[src/rtl/pipe_flow_ctrl_if.sv]
// Flow-control bundle between the pipeline datapath and pipe_flow_ctrl.
// Signal suffixes are from the flow controller's point of view.
// master = pipeline side, slave = flow controller.
interface pipe_flow_ctrl_if #(
  parameter int CNT_W = 32
);
  // hazard sources from ID / EX / MEM
  logic [4:0]       id_rs1_raddr_i;
  logic [4:0]       id_rs2_raddr_i;
  logic             id_rs1_re_i;
  logic             id_rs2_re_i;
  logic [4:0]       ex_reg_waddr_i;
  logic             ex_reg_we_i;
  logic             ex_mtype_i;
  logic             ex_mem_rw_i;
  logic             ex_jump_i;
  logic             exmem_mtype_i;
  logic             mem_ready_i;
  // hold / flush controls
  logic             fc_bk_pc_o;
  logic             fc_bk_ifid_o;
  logic             fc_bk_idex_o;
  logic             fc_bk_exmem_o;
  logic             fc_flush_ifid_o;
  logic             fc_flush_idex_o;
  logic             fc_flush_exmem_o;
  logic             fc_flush_memwb_o;
  // status
  logic             mem_err_o;
  logic [CNT_W-1:0] stall_cnt_o;
  // debug view of the memory-wait FSM
  logic             dbg_mem_wait_o;
  logic [7:0]       dbg_wait_cnt_o;

  modport master (
    output id_rs1_raddr_i, id_rs2_raddr_i, id_rs1_re_i, id_rs2_re_i,
           ex_reg_waddr_i, ex_reg_we_i, ex_mtype_i, ex_mem_rw_i, ex_jump_i,
           exmem_mtype_i, mem_ready_i,
    input  fc_bk_pc_o, fc_bk_ifid_o, fc_bk_idex_o, fc_bk_exmem_o,
           fc_flush_ifid_o, fc_flush_idex_o, fc_flush_exmem_o, fc_flush_memwb_o,
           mem_err_o, stall_cnt_o, dbg_mem_wait_o, dbg_wait_cnt_o
  );

  modport slave (
    input  id_rs1_raddr_i, id_rs2_raddr_i, id_rs1_re_i, id_rs2_re_i,
           ex_reg_waddr_i, ex_reg_we_i, ex_mtype_i, ex_mem_rw_i, ex_jump_i,
           exmem_mtype_i, mem_ready_i,
    output fc_bk_pc_o, fc_bk_ifid_o, fc_bk_idex_o, fc_bk_exmem_o,
           fc_flush_ifid_o, fc_flush_idex_o, fc_flush_exmem_o, fc_flush_memwb_o,
           mem_err_o, stall_cnt_o, dbg_mem_wait_o, dbg_wait_cnt_o
  );
endinterface

[src/rtl/pipe_flow_ctrl.sv]
// Pipeline flow controller: memory-wait stall with timeout abort, taken
// jump flush, load-use stall, and a saturating stall-cycle counter.
// Priority is memory stall/timeout > jump > load-use. Hold and flush are
// never raised together for the same pipeline register.
module pipe_flow_ctrl #(
  parameter int MEM_TIMEOUT = 16,
  parameter int CNT_W       = 32
) (
  input  logic           clk,
  input  logic           rst_n,
  pipe_flow_ctrl_if.slave bus
);

  typedef enum logic {
    ST_RUN      = 1'b0,
    ST_MEM_WAIT = 1'b1
  } state_e;

  localparam logic [7:0] TIMEOUT = 8'(MEM_TIMEOUT);

  state_e           state_q, state_d;
  logic [7:0]       wait_cnt_q, wait_cnt_d;
  logic             mem_err_q, mem_err_d;
  logic [CNT_W-1:0] stall_cnt_q;

  logic mem_stall, load_use, timeout;
  logic bk_pc, bk_ifid, bk_idex, bk_exmem;
  logic fl_ifid, fl_idex, fl_exmem, fl_memwb;

  assign mem_stall = bus.exmem_mtype_i & ~bus.mem_ready_i;

  // x0 is hard-wired zero, so a load into it can never create a hazard
  assign load_use = bus.ex_mtype_i & ~bus.ex_mem_rw_i & bus.ex_reg_we_i &
                    (bus.ex_reg_waddr_i != 5'd0) &
                    ((bus.id_rs1_re_i & (bus.id_rs1_raddr_i == bus.ex_reg_waddr_i)) |
                     (bus.id_rs2_re_i & (bus.id_rs2_raddr_i == bus.ex_reg_waddr_i)));

  assign timeout = (state_q == ST_MEM_WAIT) && (wait_cnt_q >= TIMEOUT);

  // Next-state and hold/flush decode; memory stall masks jump and load-use
  always_comb begin
    state_d    = state_q;
    wait_cnt_d = wait_cnt_q;
    mem_err_d  = 1'b0;
    bk_pc      = 1'b0;
    bk_ifid    = 1'b0;
    bk_idex    = 1'b0;
    bk_exmem   = 1'b0;
    fl_ifid    = 1'b0;
    fl_idex    = 1'b0;
    fl_exmem   = 1'b0;
    fl_memwb   = 1'b0;
    if (mem_stall) begin
      bk_pc    = 1'b1;
      bk_ifid  = 1'b1;
      bk_idex  = 1'b1;
      fl_memwb = 1'b1;
      if (timeout) begin
        // abort: drop the stuck access instead of holding it
        fl_exmem   = 1'b1;
        state_d    = ST_RUN;
        wait_cnt_d = 8'd0;
        mem_err_d  = 1'b1;
      end else begin
        bk_exmem   = 1'b1;
        state_d    = ST_MEM_WAIT;
        wait_cnt_d = (state_q == ST_RUN) ? 8'd1 : wait_cnt_q + 8'd1;
      end
    end else begin
      state_d    = ST_RUN;
      wait_cnt_d = 8'd0;
      if (bus.ex_jump_i) begin
        fl_ifid = 1'b1;
        fl_idex = 1'b1;
      end else if (load_use) begin
        bk_pc   = 1'b1;
        bk_ifid = 1'b1;
        fl_idex = 1'b1;
      end
    end
  end

  // FSM, wait counter and error pulse registers
  always_ff @(posedge clk or negedge rst_n) begin
    if (!rst_n) begin
      state_q    <= ST_RUN;
      wait_cnt_q <= 8'd0;
      mem_err_q  <= 1'b0;
    end else begin
      state_q    <= state_d;
      wait_cnt_q <= wait_cnt_d;
      mem_err_q  <= mem_err_d;
    end
  end

  // Saturating count of PC-hold cycles
  always_ff @(posedge clk or negedge rst_n) begin
    if (!rst_n) begin
      stall_cnt_q <= '0;
    end else if (bk_pc && (stall_cnt_q != {CNT_W{1'b1}})) begin
      stall_cnt_q <= stall_cnt_q + {{(CNT_W-1){1'b0}}, 1'b1};
    end
  end

  // Controls are forced low for the whole reset window
  assign bus.fc_bk_pc_o       = rst_n & bk_pc;
  assign bus.fc_bk_ifid_o     = rst_n & bk_ifid;
  assign bus.fc_bk_idex_o     = rst_n & bk_idex;
  assign bus.fc_bk_exmem_o    = rst_n & bk_exmem;
  assign bus.fc_flush_ifid_o  = rst_n & fl_ifid;
  assign bus.fc_flush_idex_o  = rst_n & fl_idex;
  assign bus.fc_flush_exmem_o = rst_n & fl_exmem;
  assign bus.fc_flush_memwb_o = rst_n & fl_memwb;
  assign bus.mem_err_o        = mem_err_q;
  assign bus.stall_cnt_o      = stall_cnt_q;
  assign bus.dbg_mem_wait_o   = (state_q == ST_MEM_WAIT);
  assign bus.dbg_wait_cnt_o   = wait_cnt_q;

endmodule

[src/flat_wrapper.sv]
// flat-port wrapper written by rule: the top's interface ports become plain ports
module pipe_flow_ctrl_flat 
#(
  parameter int MEM_TIMEOUT = 16,
  parameter int CNT_W       = 32
)
  (clk, rst_n, bus_id_rs1_raddr_i, bus_id_rs2_raddr_i, bus_id_rs1_re_i, bus_id_rs2_re_i, bus_ex_reg_waddr_i, bus_ex_reg_we_i, bus_ex_mtype_i, bus_ex_mem_rw_i, bus_ex_jump_i, bus_exmem_mtype_i, bus_mem_ready_i, bus_fc_bk_pc_o, bus_fc_bk_ifid_o, bus_fc_bk_idex_o, bus_fc_bk_exmem_o, bus_fc_flush_ifid_o, bus_fc_flush_idex_o, bus_fc_flush_exmem_o, bus_fc_flush_memwb_o, bus_mem_err_o, bus_stall_cnt_o, bus_dbg_mem_wait_o, bus_dbg_wait_cnt_o);
  pipe_flow_ctrl_if #(.CNT_W(CNT_W)) bus_i ();
  input  logic clk;
  input  logic rst_n;
  input wire logic [$bits(bus_i.id_rs1_raddr_i)-1:0] bus_id_rs1_raddr_i;
  input wire logic [$bits(bus_i.id_rs2_raddr_i)-1:0] bus_id_rs2_raddr_i;
  input wire logic [$bits(bus_i.id_rs1_re_i)-1:0] bus_id_rs1_re_i;
  input wire logic [$bits(bus_i.id_rs2_re_i)-1:0] bus_id_rs2_re_i;
  input wire logic [$bits(bus_i.ex_reg_waddr_i)-1:0] bus_ex_reg_waddr_i;
  input wire logic [$bits(bus_i.ex_reg_we_i)-1:0] bus_ex_reg_we_i;
  input wire logic [$bits(bus_i.ex_mtype_i)-1:0] bus_ex_mtype_i;
  input wire logic [$bits(bus_i.ex_mem_rw_i)-1:0] bus_ex_mem_rw_i;
  input wire logic [$bits(bus_i.ex_jump_i)-1:0] bus_ex_jump_i;
  input wire logic [$bits(bus_i.exmem_mtype_i)-1:0] bus_exmem_mtype_i;
  input wire logic [$bits(bus_i.mem_ready_i)-1:0] bus_mem_ready_i;
  output wire logic [$bits(bus_i.fc_bk_pc_o)-1:0] bus_fc_bk_pc_o;
  output wire logic [$bits(bus_i.fc_bk_ifid_o)-1:0] bus_fc_bk_ifid_o;
  output wire logic [$bits(bus_i.fc_bk_idex_o)-1:0] bus_fc_bk_idex_o;
  output wire logic [$bits(bus_i.fc_bk_exmem_o)-1:0] bus_fc_bk_exmem_o;
  output wire logic [$bits(bus_i.fc_flush_ifid_o)-1:0] bus_fc_flush_ifid_o;
  output wire logic [$bits(bus_i.fc_flush_idex_o)-1:0] bus_fc_flush_idex_o;
  output wire logic [$bits(bus_i.fc_flush_exmem_o)-1:0] bus_fc_flush_exmem_o;
  output wire logic [$bits(bus_i.fc_flush_memwb_o)-1:0] bus_fc_flush_memwb_o;
  output wire logic [$bits(bus_i.mem_err_o)-1:0] bus_mem_err_o;
  output wire logic [$bits(bus_i.stall_cnt_o)-1:0] bus_stall_cnt_o;
  output wire logic [$bits(bus_i.dbg_mem_wait_o)-1:0] bus_dbg_mem_wait_o;
  output wire logic [$bits(bus_i.dbg_wait_cnt_o)-1:0] bus_dbg_wait_cnt_o;
  assign bus_i.id_rs1_raddr_i = bus_id_rs1_raddr_i;
  assign bus_i.id_rs2_raddr_i = bus_id_rs2_raddr_i;
  assign bus_i.id_rs1_re_i = bus_id_rs1_re_i;
  assign bus_i.id_rs2_re_i = bus_id_rs2_re_i;
  assign bus_i.ex_reg_waddr_i = bus_ex_reg_waddr_i;
  assign bus_i.ex_reg_we_i = bus_ex_reg_we_i;
  assign bus_i.ex_mtype_i = bus_ex_mtype_i;
  assign bus_i.ex_mem_rw_i = bus_ex_mem_rw_i;
  assign bus_i.ex_jump_i = bus_ex_jump_i;
  assign bus_i.exmem_mtype_i = bus_exmem_mtype_i;
  assign bus_i.mem_ready_i = bus_mem_ready_i;
  assign bus_fc_bk_pc_o = bus_i.fc_bk_pc_o;
  assign bus_fc_bk_ifid_o = bus_i.fc_bk_ifid_o;
  assign bus_fc_bk_idex_o = bus_i.fc_bk_idex_o;
  assign bus_fc_bk_exmem_o = bus_i.fc_bk_exmem_o;
  assign bus_fc_flush_ifid_o = bus_i.fc_flush_ifid_o;
  assign bus_fc_flush_idex_o = bus_i.fc_flush_idex_o;
  assign bus_fc_flush_exmem_o = bus_i.fc_flush_exmem_o;
  assign bus_fc_flush_memwb_o = bus_i.fc_flush_memwb_o;
  assign bus_mem_err_o = bus_i.mem_err_o;
  assign bus_stall_cnt_o = bus_i.stall_cnt_o;
  assign bus_dbg_mem_wait_o = bus_i.dbg_mem_wait_o;
  assign bus_dbg_wait_cnt_o = bus_i.dbg_wait_cnt_o;
  pipe_flow_ctrl #(.MEM_TIMEOUT(MEM_TIMEOUT), .CNT_W(CNT_W)) u_core (.clk(clk), .rst_n(rst_n), .bus(bus_i));
endmodule
[config.mk]
export PLATFORM = sky130hd
export DESIGN_NAME = pipe_flow_ctrl_flat
export DESIGN_NICKNAME = d
export VERILOG_FILES = /design/src/rtl/pipe_flow_ctrl_if.sv /design/src/rtl/pipe_flow_ctrl.sv /design/src/flat_wrapper.sv
export SDC_FILE = /design/constraint.sdc
export NUM_CORES = 1
export LEC_CHECK = 0
export CAP_MARGIN = 10
export CORE_MARGIN = 1
export CORE_UTILIZATION = 41
export DETAILED_ROUTE_END_ITERATION = 8
export PLACE_DENSITY = 0.76
export SLEW_MARGIN = 5
export SYNTH_ARGS = -nofsm -noshare
export SYNTH_HDL_FRONTEND = slang
export SYNTH_SLANG_ARGS = --single-unit
[constraint.sdc]
create_clock -name clk -period 2.1 [get_ports clk]
set_clock_uncertainty 0.2 [all_clocks]
set_input_delay 0.42 -clock clk [delete_from_list [all_inputs] [get_ports clk]]
set_output_delay 0.42 -clock clk [all_outputs]
set_load 0.02 [all_outputs]
==> reports/qor.csv <==
metric,value,unit
drc,0,
cp-start-kind,input port,
antenna_found_initial,0,
nets,393,
initial_core_util,43.3,%
grt_start_max_net_pins,24,
ys_ff_latch,42,
io_pins,75,
required,1.48,ns
drive_gt1_share,47.3,%
syn_area,2240,um2
area_growth,92.3,%
synth_top_area_share,46.9,%
drt_first_pass_iters,7,
synthArstFlopShare,100,%
synth_most_common_cell,dfrtp_1,
power.density,590,nW/um2
combPwrFrac,38.1,%
setup_viol,33,
p_leak,1.98,nW
grt_pass1_wl,11500,um
synth_ff_type,dfrtp_1,
arrival,1.69,ns
hold_viol_final,0,
gr-usage-met2,48.0,%
crit_start,bus_ex_reg_waddr_i[2],
drtIter0Drc,93,
finalCritPeriodShare,110,%
regToRegSetupSlack,-0.14,ns
grtUsageMet3,4.70,%
grt_busiest_layer,met2,
switching_share,34.2,%
grt_use_total,25.3,%
ant_nets,0,
synthCells,217,
path_clk_slew,0.09,ns
die_w,75.9,um
via_per_inst,5.39,
met1_usage,28.4,%
rr_startpoint,u_core.bus.stall_cnt_o[11],
via_count,2351,
die_h,75.9,um
synth_area_leader_cell,dfrtp_1,
ys_seq_area_share,46.9,%
internal_power,0.00167,W
yosysWarnings,0,
clockBufferDepth,2,
status,"finished, violations left",
min_path_type,in -> async,
gr-total-overflow,0,
synth.top_cells.by_count,"dfrtp_1, xor2_1, nand2_1",
grt_pass1_vias,2376,
wl_per_cell,17.9,um
die_area,5760,um2
cts_tree,done,
max-vdd-ir-drop,0.395,mV
fmax,433,MHz
routed_wl,7810,um
synth_edf_count,0,
cts_buffers,5,
max_cap_viol_count,0,
antenna_cells,0,
synth.area.top_cells,"dfrtp_1, xor2_1, xnor2_1, nand4_1, nand2_1",
layout_min_cycle_time,2.31,ns
cp-end-kind,primary output,
final_util,83.3,%
cts_root_buffer,clkbuf_8,
critPathKind,in -> out,
p_sw,0.000869,W
gp_congestion,0.795,
violations,negative setup slack,
r2r_cells,7,
post-dp-hpwl,4700,um
clock-sinks,42,
maxSlewViolCount,0,
clkPwrFrac,21.6,%
p_seq_share,40.3,%
syn_avg_cell_area,10.3,um2
core,5170,um2
rsz0062_at_grt,true,
fin_ws,-0.211,ns
worstReg2RegEnd,u_core.bus.stall_cnt_o[21],
htreeDepth,2,
synth_cell_types,36,
cp_max_fo,2,
place_ws,-0.981,ns
rows,26,
io_buffers,74,
clk-insertion-delay-late,0.30,ns
worst max-delay path by stage:
stage,slack (ns),to,depth (start not counted)
6_report,-0.21,bus_fc_bk_ifid_o,7
5_1_grt,-0.25,bus_fc_bk_ifid_o,7
4_1_cts,-0.22,bus_fc_flush_idex_o,8
3_5_place_dp,-0.98,u_core.bus.stall_cnt_o[3],9
3_3_place_gp,-0.93,bus_fc_bk_pc_o,7
2_1_floorplan,-0.17,bus_fc_bk_pc_o,7
area by class of cell:
type,count,area [um2]
Clock buffer,6,82.6
Clock inverter,2,12.5
Fill cell,267,866
Inverter,6,22.5
Multi-Input combinational cell,162,1590
Sequential cell,42,1070
Tap cell,70,87.6
Timing Repair Buffer,148,1440
per-layer routing:
metal | part of all wire, % | vias to the layer above
met5 | 0 | -
met4 | 2.7 | 0
met3 | 5.3 | 21
met2 | 55 | 100
met1 | 37 | 1169
li1 | - | 1061
per-stage QoR:
step	instances	hold slack, ns	power (W)	TNS [ns]	cell area [um2]
final	436	0.0436	0.00254	-3.27	4310
after global placement	408	0.0715	0.00184	-28.97	3650
after floorplan	219	-0.0756	0.00138	-2.99	2470
after CTS	427	0.0459	0.00249	-4.40	4080
after detailed placement	408	0.0747	0.00188	-31.32	3650
after global routing	436	0.0559	0.00264	-5.41	4310
logic make-up (layout without fill, tap and decap cells):
kind of cell	after synthesis	in the layout	share of synthesized area (%)
mux	2	2	1.01
buf+inv	15	162	3.41
fa+ha+maj	3	3	1.68
flops	42	42	46.9
simple gates	105	105	27.5
other cells	1	3	0.167
compound gates	7	7	2.91
xor+xnor	42	42	16.4
critical path, cell delays in order:
cell,delay [ns]
buf_8,0.09
or4_4,0.53
nor2_4,0.12
nor3_4,0.05
a31oi_4,0.26
nor2b_4,0.07
buf_6,0.13
state kept, by name, indices dropped and copies added, names as in the netlist:
name and cells:
u_core.bus.dbg_mem_wait_o 1, u_core.bus.dbg_wait_cnt_o 8, u_core.bus.mem_err_o 1, u_core.bus.stall_cnt_o 32
power by group through the flow:
stage          logic [W]  clock network (W)  registers (W)
6_report        0.000968           0.000549        0.00102
3_5_place_dp    0.000852                  0        0.00103
2_1_floorplan   0.000219                  0        0.00116
5_1_grt          0.00102           0.000588        0.00103
3_3_place_gp    0.000821                  0        0.00102
4_1_cts         0.000922           0.000555        0.00101
what timing repair did:
action | CTS | global route
pin swaps | 36 | 39
endpoints found under the hold margin | 1 | 0
endpoints found under the setup margin | 41 | 41
hold buffers | 1 | 0
cloned | 4 | 1
gates resized for setup | 129 | 39
buffers inserted | 6 | 12
cell usage in the layout (no fill, tap or decap), types with 6 or more instances in the layout:
cell type	instances
buf_12	7
buf_2	7
buf_4	59
buf_6	9
clkbuf_8	6
clkdlybuf4s15_1	6
clkdlybuf4s50_1	36
dfrtp_1	24
dfrtp_2	18
dlygate4sd2_1	8
dlymetal6s2s_1	8
inv_1	6
nand2_1	15
nand3_1	11
nand4_1	13
nor2_1	8
nor3_4	13
nor4_4	12
xnor2_1	12
xor2_1	30
Note: power is estimated with default switching activity, not from simulation.
